--- src/rtl/trap_sequencer.sv ---
// Trap sequencer: picks one exception/interrupt by fixed priority, drains the pipeline,
// hands a single request to trap_handler and redirects fetch. Optional: TRAP_SEQ_VECTORED_EN.
module trap_sequencer #(
  parameter int NUM_SRC       = 4,
  parameter int DRAIN_TIMEOUT = 16
) (
  input  logic                   clk,
  input  logic                   rst,
  input  logic [NUM_SRC-1:0]     exc_valid,
  input  logic [4*NUM_SRC-1:0]   exc_code_in,
  input  logic [64*NUM_SRC-1:0]  exc_val_in,
  input  logic [64*NUM_SRC-1:0]  exc_pc_in,
  input  logic [15:0]            irq_pending,
  input  logic [15:0]            irq_enable,
  input  logic [63:0]            irq_pc,
  input  logic                   mstatus_mie,
  input  logic [1:0]             priv_lvl,
  input  logic [63:0]            mtvec,
  input  logic                   mret_req,
  input  logic                   drain_ack,
  input  logic                   trap_taken,
  input  logic                   pc_ret_taken,
  input  logic [63:0]            pc_ret,
  output logic                   exc_en,
  output logic                   irq_en,
  output logic                   mret,
  output logic [3:0]             exc_code,
  output logic [3:0]             irq_code,
  output logic [63:0]            exc_val,
  output logic [63:0]            irq_val,
  output logic [63:0]            pc_addr,
  output logic                   stall,
  output logic                   flush,
  output logic                   redirect_valid,
  output logic [63:0]            redirect_pc,
  output logic                   busy,
  output logic                   drain_timeout
);

  localparam int CW = (DRAIN_TIMEOUT > 1) ? $clog2(DRAIN_TIMEOUT) : 1;

  typedef enum logic [2:0] {
    S_IDLE, S_DRAIN, S_ISSUE, S_WAIT, S_REDIR, S_RET_ISSUE, S_RET_WAIT
  } state_e;

  state_e         state_q, state_d;
  logic [CW-1:0]  cnt_q;
  logic           is_irq_q, dto_q;
  logic [3:0]     exc_code_q, irq_code_q;
  logic [63:0]    exc_val_q, irq_val_q, pc_addr_q, target_q;

  logic           exc_hit, irq_hit, trap_sel, cnt_done;
  logic [3:0]     sel_code, irq_sel;
  logic [63:0]    sel_val, sel_pc, trap_target;
  logic [15:0]    irq_masked;

  // NOTE: every variable driven here gets a default first, so no path can infer a latch.
  always_comb begin
    exc_hit  = |exc_valid;
    sel_code = '0;
    sel_val  = '0;
    sel_pc   = '0;
    // Ascending scan: the last hit (oldest stage / highest cause) wins.
    for (int i = 0; i < NUM_SRC; i++) begin
      if (exc_valid[i]) begin
        sel_code = exc_code_in[4*i +: 4];
        sel_val  = exc_val_in[64*i +: 64];
        sel_pc   = exc_pc_in[64*i +: 64];
      end
    end
    irq_masked = irq_pending & irq_enable;
    irq_hit    = (|irq_masked) && (mstatus_mie || (priv_lvl != 2'b11));
    irq_sel    = '0;
    for (int i = 0; i < 16; i++) begin
      if (irq_masked[i]) irq_sel = 4'(i);
    end
  end

  assign trap_sel = exc_hit || irq_hit;
  assign cnt_done = (cnt_q == CW'(DRAIN_TIMEOUT - 1));

`ifdef TRAP_SEQ_VECTORED_EN
  always_comb begin
    trap_target = {mtvec[63:2], 2'b00};
    if (is_irq_q && (mtvec[1:0] == 2'b01))
      trap_target = {mtvec[63:2], 2'b00} + {58'd0, irq_code_q, 2'b00};
  end
`else
  logic unused_mode;
  assign unused_mode = ^mtvec[1:0];
  assign trap_target = {mtvec[63:2], 2'b00};
`endif

  // NOTE: sequential state uses non-blocking assignments so every flop samples pre-edge values.
  always_ff @(posedge clk or posedge rst) begin
    if (rst) state_q <= S_IDLE;
    else     state_q <= state_d;
  end

  always_comb begin
    state_d = state_q;
    unique case (state_q)
      S_IDLE: begin
        if (trap_sel)      state_d = S_DRAIN;
        else if (mret_req) state_d = S_RET_ISSUE;
      end
      S_DRAIN:     if (drain_ack || cnt_done) state_d = S_ISSUE;
      S_ISSUE:     state_d = S_WAIT;
      S_WAIT:      if (trap_taken) state_d = S_REDIR;
      S_REDIR:     state_d = S_IDLE;
      S_RET_ISSUE: state_d = S_RET_WAIT;
      S_RET_WAIT:  if (pc_ret_taken) state_d = S_REDIR;
      default:     state_d = S_IDLE;
    endcase
  end

  always_ff @(posedge clk or posedge rst) begin
    if (rst) begin
      cnt_q      <= '0;
      is_irq_q   <= 1'b0;
      dto_q      <= 1'b0;
      exc_code_q <= '0;
      irq_code_q <= '0;
      exc_val_q  <= '0;
      irq_val_q  <= '0;
      pc_addr_q  <= '0;
      target_q   <= '0;
    end else begin
      if (state_q == S_IDLE && trap_sel) begin
        is_irq_q <= !exc_hit;
        cnt_q    <= '0;
        if (exc_hit) begin
          exc_code_q <= sel_code;
          exc_val_q  <= sel_val;
          pc_addr_q  <= sel_pc;
        end else begin
          irq_code_q <= irq_sel;
          irq_val_q  <= '0;
          pc_addr_q  <= irq_pc;
        end
      end
      if (state_q == S_DRAIN) begin
        cnt_q <= cnt_q + 1'b1;
        if (cnt_done && !drain_ack) dto_q <= 1'b1;
      end
      if (state_q == S_WAIT && trap_taken)       target_q <= trap_target;
      if (state_q == S_RET_WAIT && pc_ret_taken) target_q <= pc_ret;
    end
  end

  always_comb begin
    exc_en         = (state_q == S_ISSUE) && !is_irq_q;
    irq_en         = (state_q == S_ISSUE) && is_irq_q;
    mret           = (state_q == S_RET_ISSUE);
    stall          = (state_q != S_IDLE) && (state_q != S_REDIR);
    busy           = (state_q != S_IDLE);
    flush          = (state_q == S_REDIR);
    redirect_valid = (state_q == S_REDIR);
    redirect_pc    = (state_q == S_REDIR) ? target_q : 64'd0;
  end

  assign exc_code      = exc_code_q;
  assign irq_code      = irq_code_q;
  assign exc_val       = exc_val_q;
  assign irq_val       = irq_val_q;
  assign pc_addr       = pc_addr_q;
  assign drain_timeout = dto_q;

endmodule

--- config.mk ---
export PLATFORM = sky130hd
export DESIGN_NAME = trap_sequencer
export DESIGN_NICKNAME = d
export VERILOG_FILES = /design/src/rtl/trap_sequencer.sv
export SDC_FILE = /design/constraint.sdc
export NUM_CORES = 1
export LEC_CHECK = 0
export ABC_CLOCK_PERIOD_IN_PS = 10400
export CAP_MARGIN = 20
export CORE_AREA = 4 4 401 403
export CTS_CLUSTER_DIAMETER = 150
export DETAILED_ROUTE_END_ITERATION = 12
export DIE_AREA = 0 0 405 407
export PLACE_DENSITY = 0.35
export SETUP_SLACK_MARGIN = 0.15
export SYNTH_ARGS = -nofsm -noshare
export SYNTH_HDL_FRONTEND = slang
export SYNTH_SLANG_ARGS = --single-unit
export TNS_END_PERCENT = 1
--- constraint.sdc ---
create_clock -name clk -period 10.4 [get_ports clk]
set_input_delay 1.04 -clock clk [delete_from_list [all_inputs] [get_ports clk]]
set_output_delay 1.04 -clock clk [all_outputs]
set_load 0.01 [all_outputs]
# --- Word level (Yosys, flattened, before mapping) ---
# Cells that the tools add are included.
totals:
  reg_bits: 209
  wordCells: 88
classes:
  n_addsub: 1
  n_eq_ne: 13
  n_mux: 39
  bitwise_logic: 2
  reduce_logical: 24
op_table:
  columns: ["cell", "count"]
  rows:
  - ["$mux W64", 12]
  - ["$mux W4", 20]
  - ["$pmux W3 S6", 1]
  - ["$and A16 B16 Y16", 1]
  - ["$reduce_or A16 Y1", 1]
  - ["$mux W3", 5]
  - ["$eq A3 B3 Y1 const B", 3]
  - ["$logic_and A1 B1 Y1", 8]
  - ["$ne A2 B2 Y1 const B", 4]
  - ["$eq A3 B2 Y1 const B", 2]
  - ["$ne A3 B3 Y1 const B", 2]
  - ["$reduce_and A2 Y1", 3]
  - ["$add A4 B1 Y4 const B", 1]
  - ["$eq A4 B4 Y1 const B", 1]
  - ["$reduce_and A4 Y1", 1]
  - ["$reduce_bool A2 Y1", 2]
  - ["$reduce_or A4 Y1", 1]
  - ["$eq A3 B1 Y1 const B", 1]
  - ["$logic_not A1 Y1", 3]
  - ["$logic_not A3 Y1", 1]
  - ["$logic_or A1 B1 Y1", 3]
  - ["$reduce_bool A3 Y1", 1]
  - ["$mux W1", 1]
  - ["$not A1 Y1", 1]

# --- Longest topological paths before layout ---
depth:
  word_depth: 16
  mapped_depth: 9
  depth_no_buf: 6

# --- Least setup slack after synthesis ---
# No wires, ideal clock.
synth_path:
  kind: "input -> register"
  start: "input exc_valid[3]"
  end: "register pc_addr_q[10], in the netlist pc_addr[10]"
  setup_time_ns: 0.123
  arrival_time_ns: 2.434
  slack_ns: 7.844
  stages: 8
  cell_sequence: "buf_2 > or2_1 > buf_2 > o31ai_4 > o21ai_1 > buf_2 > buf_6 > o221a_2"
synth_between:
  elab_chain_cells: 3
  elab_cells_between_ends: 5
synth_lines:
  columns: ["item", "line_no", "rtl"]
  rows:
  - ["start, declared", "9", "input logic [NUM_SRC-1:0] exc_valid,"]
  - ["$reduce_or A4 Y1", "59", "exc_hit = |exc_valid;"]
  - ["$logic_or A1 B1 Y1", "79", "assign trap_sel = exc_hit || irq_hit;"]
  - ["$logic_and A1 B1 Y1", "129", "if (state_q == S_IDLE && trap_sel) begin"]
  - ["end signal, assigned", "135", "pc_addr_q <= sel_pc;"]
  - ["end signal, assigned", "139", "pc_addr_q <= irq_pc;"]
  - ["end, declared", "50", "logic [63:0] exc_val_q, irq_val_q, pc_addr_q, target_q;"]
# Parallel ways exist; a longest one is shown, timed or not.
# A chain may end at the register's enable or synchronous reset.

# --- Worst setup path in the final report ---
layout_path:
  start: "register state_q[0]"
  end: "output redirect_pc[21]"
layout_between:
  elab_chain_cells: 2
layout_lines:
  columns: ["item", "line_no", "rtl"]
  rows:
  - ["start, declared", "46", "state_e state_q, state_d;"]
  - ["start signal, assigned", "97", "else state_q <= state_d;"]
  - ["$eq A3 B3 Y1", "159", "redirect_pc = (state_q == S_REDIR) ? target_q : 64'd0;"]
  - ["$mux W64", "159", null]
  - ["end, declared", "35", "output logic [63:0] redirect_pc,"]
# Every way passes these cells.

==> run_results.csv <==
group,metric,value,unit
detailed_routing,wirelength,113000,um
placed_design,place_hpwl,90800,um
global_route,grt_first_pass_wirelength,145000,um
power_and_ir_drop,power_frac_comb,0.471,
sta,hold_viol_final,0,
die,num_io_pins,1037,
power_and_ir_drop,power_density,198,nW/um2
global_route,grt_overflow,0,
power_and_ir_drop,sw_frac_of_total,0.389,
detailed_routing,avgViaCountPerCell,3.47,
worst_setup_path,crit_path_start_kind,"register",
power_and_ir_drop,p_sw,1.99,mW
job,maxCapViolCount,0,
die,die_x,405,um
sta,slew_viol_final,0,
logic_synthesis,synth_edf_count,0,
clock_tree,cts_sinks,209,
clock_tree,htreeDepth,2,
logic_synthesis,netlist_instances,1379,
worst_setup_path,required,9360,ps
sta,worst_slew_pin_slew,1280,ps
detailed_routing,drtPass1Iterations,7,
detailed_routing,num_vias,15200,
clock_tree,post_cts_buffers,0,
detailed_routing,post_drt_wl_per_cell,25.7,um
detailed_routing,drt-initial-drc-count,846,
detailed_routing,drc,0,
logic_synthesis,ys_ff_latch,209,
logic_synthesis,ys.flop_type,"dfrtp_1",
sta,tns,0,ps
clock_tree,worstSkewPairLatency,580,ps
worst_setup_path,cp-end-kind,"output port",
sta,slew_headroom,0.136,
clock_tree,root_buffer,"clkbuf_16",
die,fp.dieH,407,um
sta,fin_crit,4010,ps
clock_tree,hold_buffers,0,
logic_synthesis,synthArstFlopShare,1.00,
power_and_ir_drop,pwr-share-seq,0.289,
cells_and_area,finalNetCount,3039,
worst_setup_path,arrival,2970,ps
sta,fin_hold_ws,472,ps
die,die_area,165000,um2
global_route,grt_max_degree,125,
cells_and_area,layout-drive-gt1-share,0.0743,
die,initial_core_util,0.0816,
power_and_ir_drop,p_int,3.12,mW
placed_design,port_buffers,970,
power_and_ir_drop,ir_drop,0.111,mV
clock_tree,postCtsResizedCells,0,
sta,fmax,0.249,GHz
die,fp-row-count,146,
clock_tree,clock_path_buffers,3,
worst_setup_path,crit_type,"register to output port",
outcome,status,"complete, no violations",
sta,period_share,0.386,
placed_design,place_congestion,0.776,
cells_and_area,final_cells,4381,
sta,clock_skew,28.9,ps
power_and_ir_drop,power.total,5.11,mW
sta,setup_violations,0,
logic_synthesis,ys.warnings.count,0,
logic_synthesis,ys_seq_area_frac,0.407,
sta,rsz0062_at_grt,"false",
logic_synthesis,ys_types,49,
logic_synthesis,avgSynthCellArea,9.32,um2
global_route,grt_pass1_vias,15800,
global_route,track_usage,0.129,
die,core_area,157000,um2
logic_synthesis,synth_area,12800,um2
power_and_ir_drop,power.leakage,9.70,nW
detailed_routing,postRouteAntennaNets,0,
global_route,antenna_found_initial,36,
clock_tree,tritoncts,"yes",
power_and_ir_drop,p_clk_frac,0.240,
hold_path,holdCritPathClass,"register to register",
clock_tree,clk_pin_slew,60,ps
cells_and_area,syn_to_final_growth,101,%
worst_setup_path,crit_fanout,66,
placed_design,placed_cells,4307,
clock_tree,cts_buffers,35,
-- worst max-delay path, stage by stage, from the launching register on --
cell and delay (ps):
dfrtp_1 570, nor3b_2 230, buf_4 550, and2_1 300, clkdlybuf4s50_1 720
-- flip-flops by register name (all words and copies together) (netlist names) --
register       count
exc_val           64
state_q            3
target_q          64
exc_code           4
drain_timeout      1
pc_addr           64
irq_code           4
is_irq_q           1
cnt_q              4
-- final timing paths --
| path | startpoint | endpoint | slack, ps | cells after the start |
|---|---|---|---|---|
| worst max-delay path | state_q[0] | redirect_pc[21] | 6390 | 4 |
| worst min-delay path | exc_val[34] | exc_val[34] | 470 | 2 |
| worst max register to register | state_q[0] | exc_val[23] | 7570 | 5 |
| worst min register to register | exc_val[34] | exc_val[34] | 470 | 2 |
| max in group asynchronous | rst | pc_addr[33] | 7410 | 4 |
| min in group asynchronous | rst | target_q[60] | 920 | 2 |
-- area by class of cell --
| cell class | instances | area, um2 |
|---|---|---|
| clock inverter | 13 | 136 |
| multi-input combinational | 1012 | 6780 |
| clock buffer | 51 | 996 |
| sequential | 209 | 5230 |
| timing repair buffer | 1007 | 9990 |
| inverter | 8 | 38.8 |
| fill | 17800 | 132000 |
| tap | 2072 | 2590 |
| antenna | 9 | 22.5 |
-- routing by layer --
metal | GRT usage | part of all wire | up-vias
met5 | 0 | 0.00082 | -
met4 | 0.0271 | 0.015 | 14
li1 | - | - | 7006
met2 | 0.236 | 0.52 | 623
met1 | 0.149 | 0.39 | 7452
met3 | 0.0351 | 0.069 | 118
-- placed cells by master (no fill, tap or decap), drive strengths merged, types with 7 or more instances in the layout --
master         count
a221oi           131
inv               11
conb              64
buf               39
o21ai             10
clkinv             7
dfrtp            209
nor2              68
clkdlybuf4s50    967
a22oi             10
and2              64
nand3              7
nand2             93
diode              9
nor2b             66
clkbuf            52
o22ai             67
o221a             64
o31ai            135
a21oi            134
mux2i             62
-- synth_stat cells (all sizes together) (64+ instances only) --
cell type,number,share of area
dfrtp,209,0.41
o31ai,135,0.080
a21oi,134,0.052
a221oi,131,0.089
clkbuf,111,0.032
buf,102,0.054
nand2,93,0.027
nor2,68,0.020
o22ai,67,0.033
nor2b,66,0.032
and2,64,0.031
o221a,64,0.056
-- metrics by stage --
step	cell area [um2]	utilization	setup WS, ps
detailed placement	24600	0.156	5920
finish	25800	0.164	6390
global placement	24600	0.156	5930
global route	25800	0.164	6110
CTS	25800	0.164	6150
floorplan	13100	-	3650
-- power by group through the flow --
stage               clock network [mW]  logic, mW  registers (mW)
floorplan                            0       1.02            1.49
global placement                     0       2.47            1.49
detailed placement                   0       2.48            1.49
CTS                               1.31       2.49            1.48
global route                      1.32       2.61            1.53
finish                            1.22       2.41            1.48
-- kinds of logic (layout without fill, tap and decap cells) --
logic type / count (synthesis) / in the layout / synth area share
AOI/OAI and AO/OA: 563 / 563 / 0.327
and+or+nand+nor: 318 / 318 / 0.124
buffers and inverters: 221 / 1079 / 0.0886
DFF: 209 / 209 / 0.407
muxes: 64 / 64 / 0.0500
xor gates and xnor gates: 2 / 2 / 0.00136
adders and majority gates: 1 / 1 / 0.000974
other: 1 / 73 / 0.000292
(Power assumes the default switching activity.)
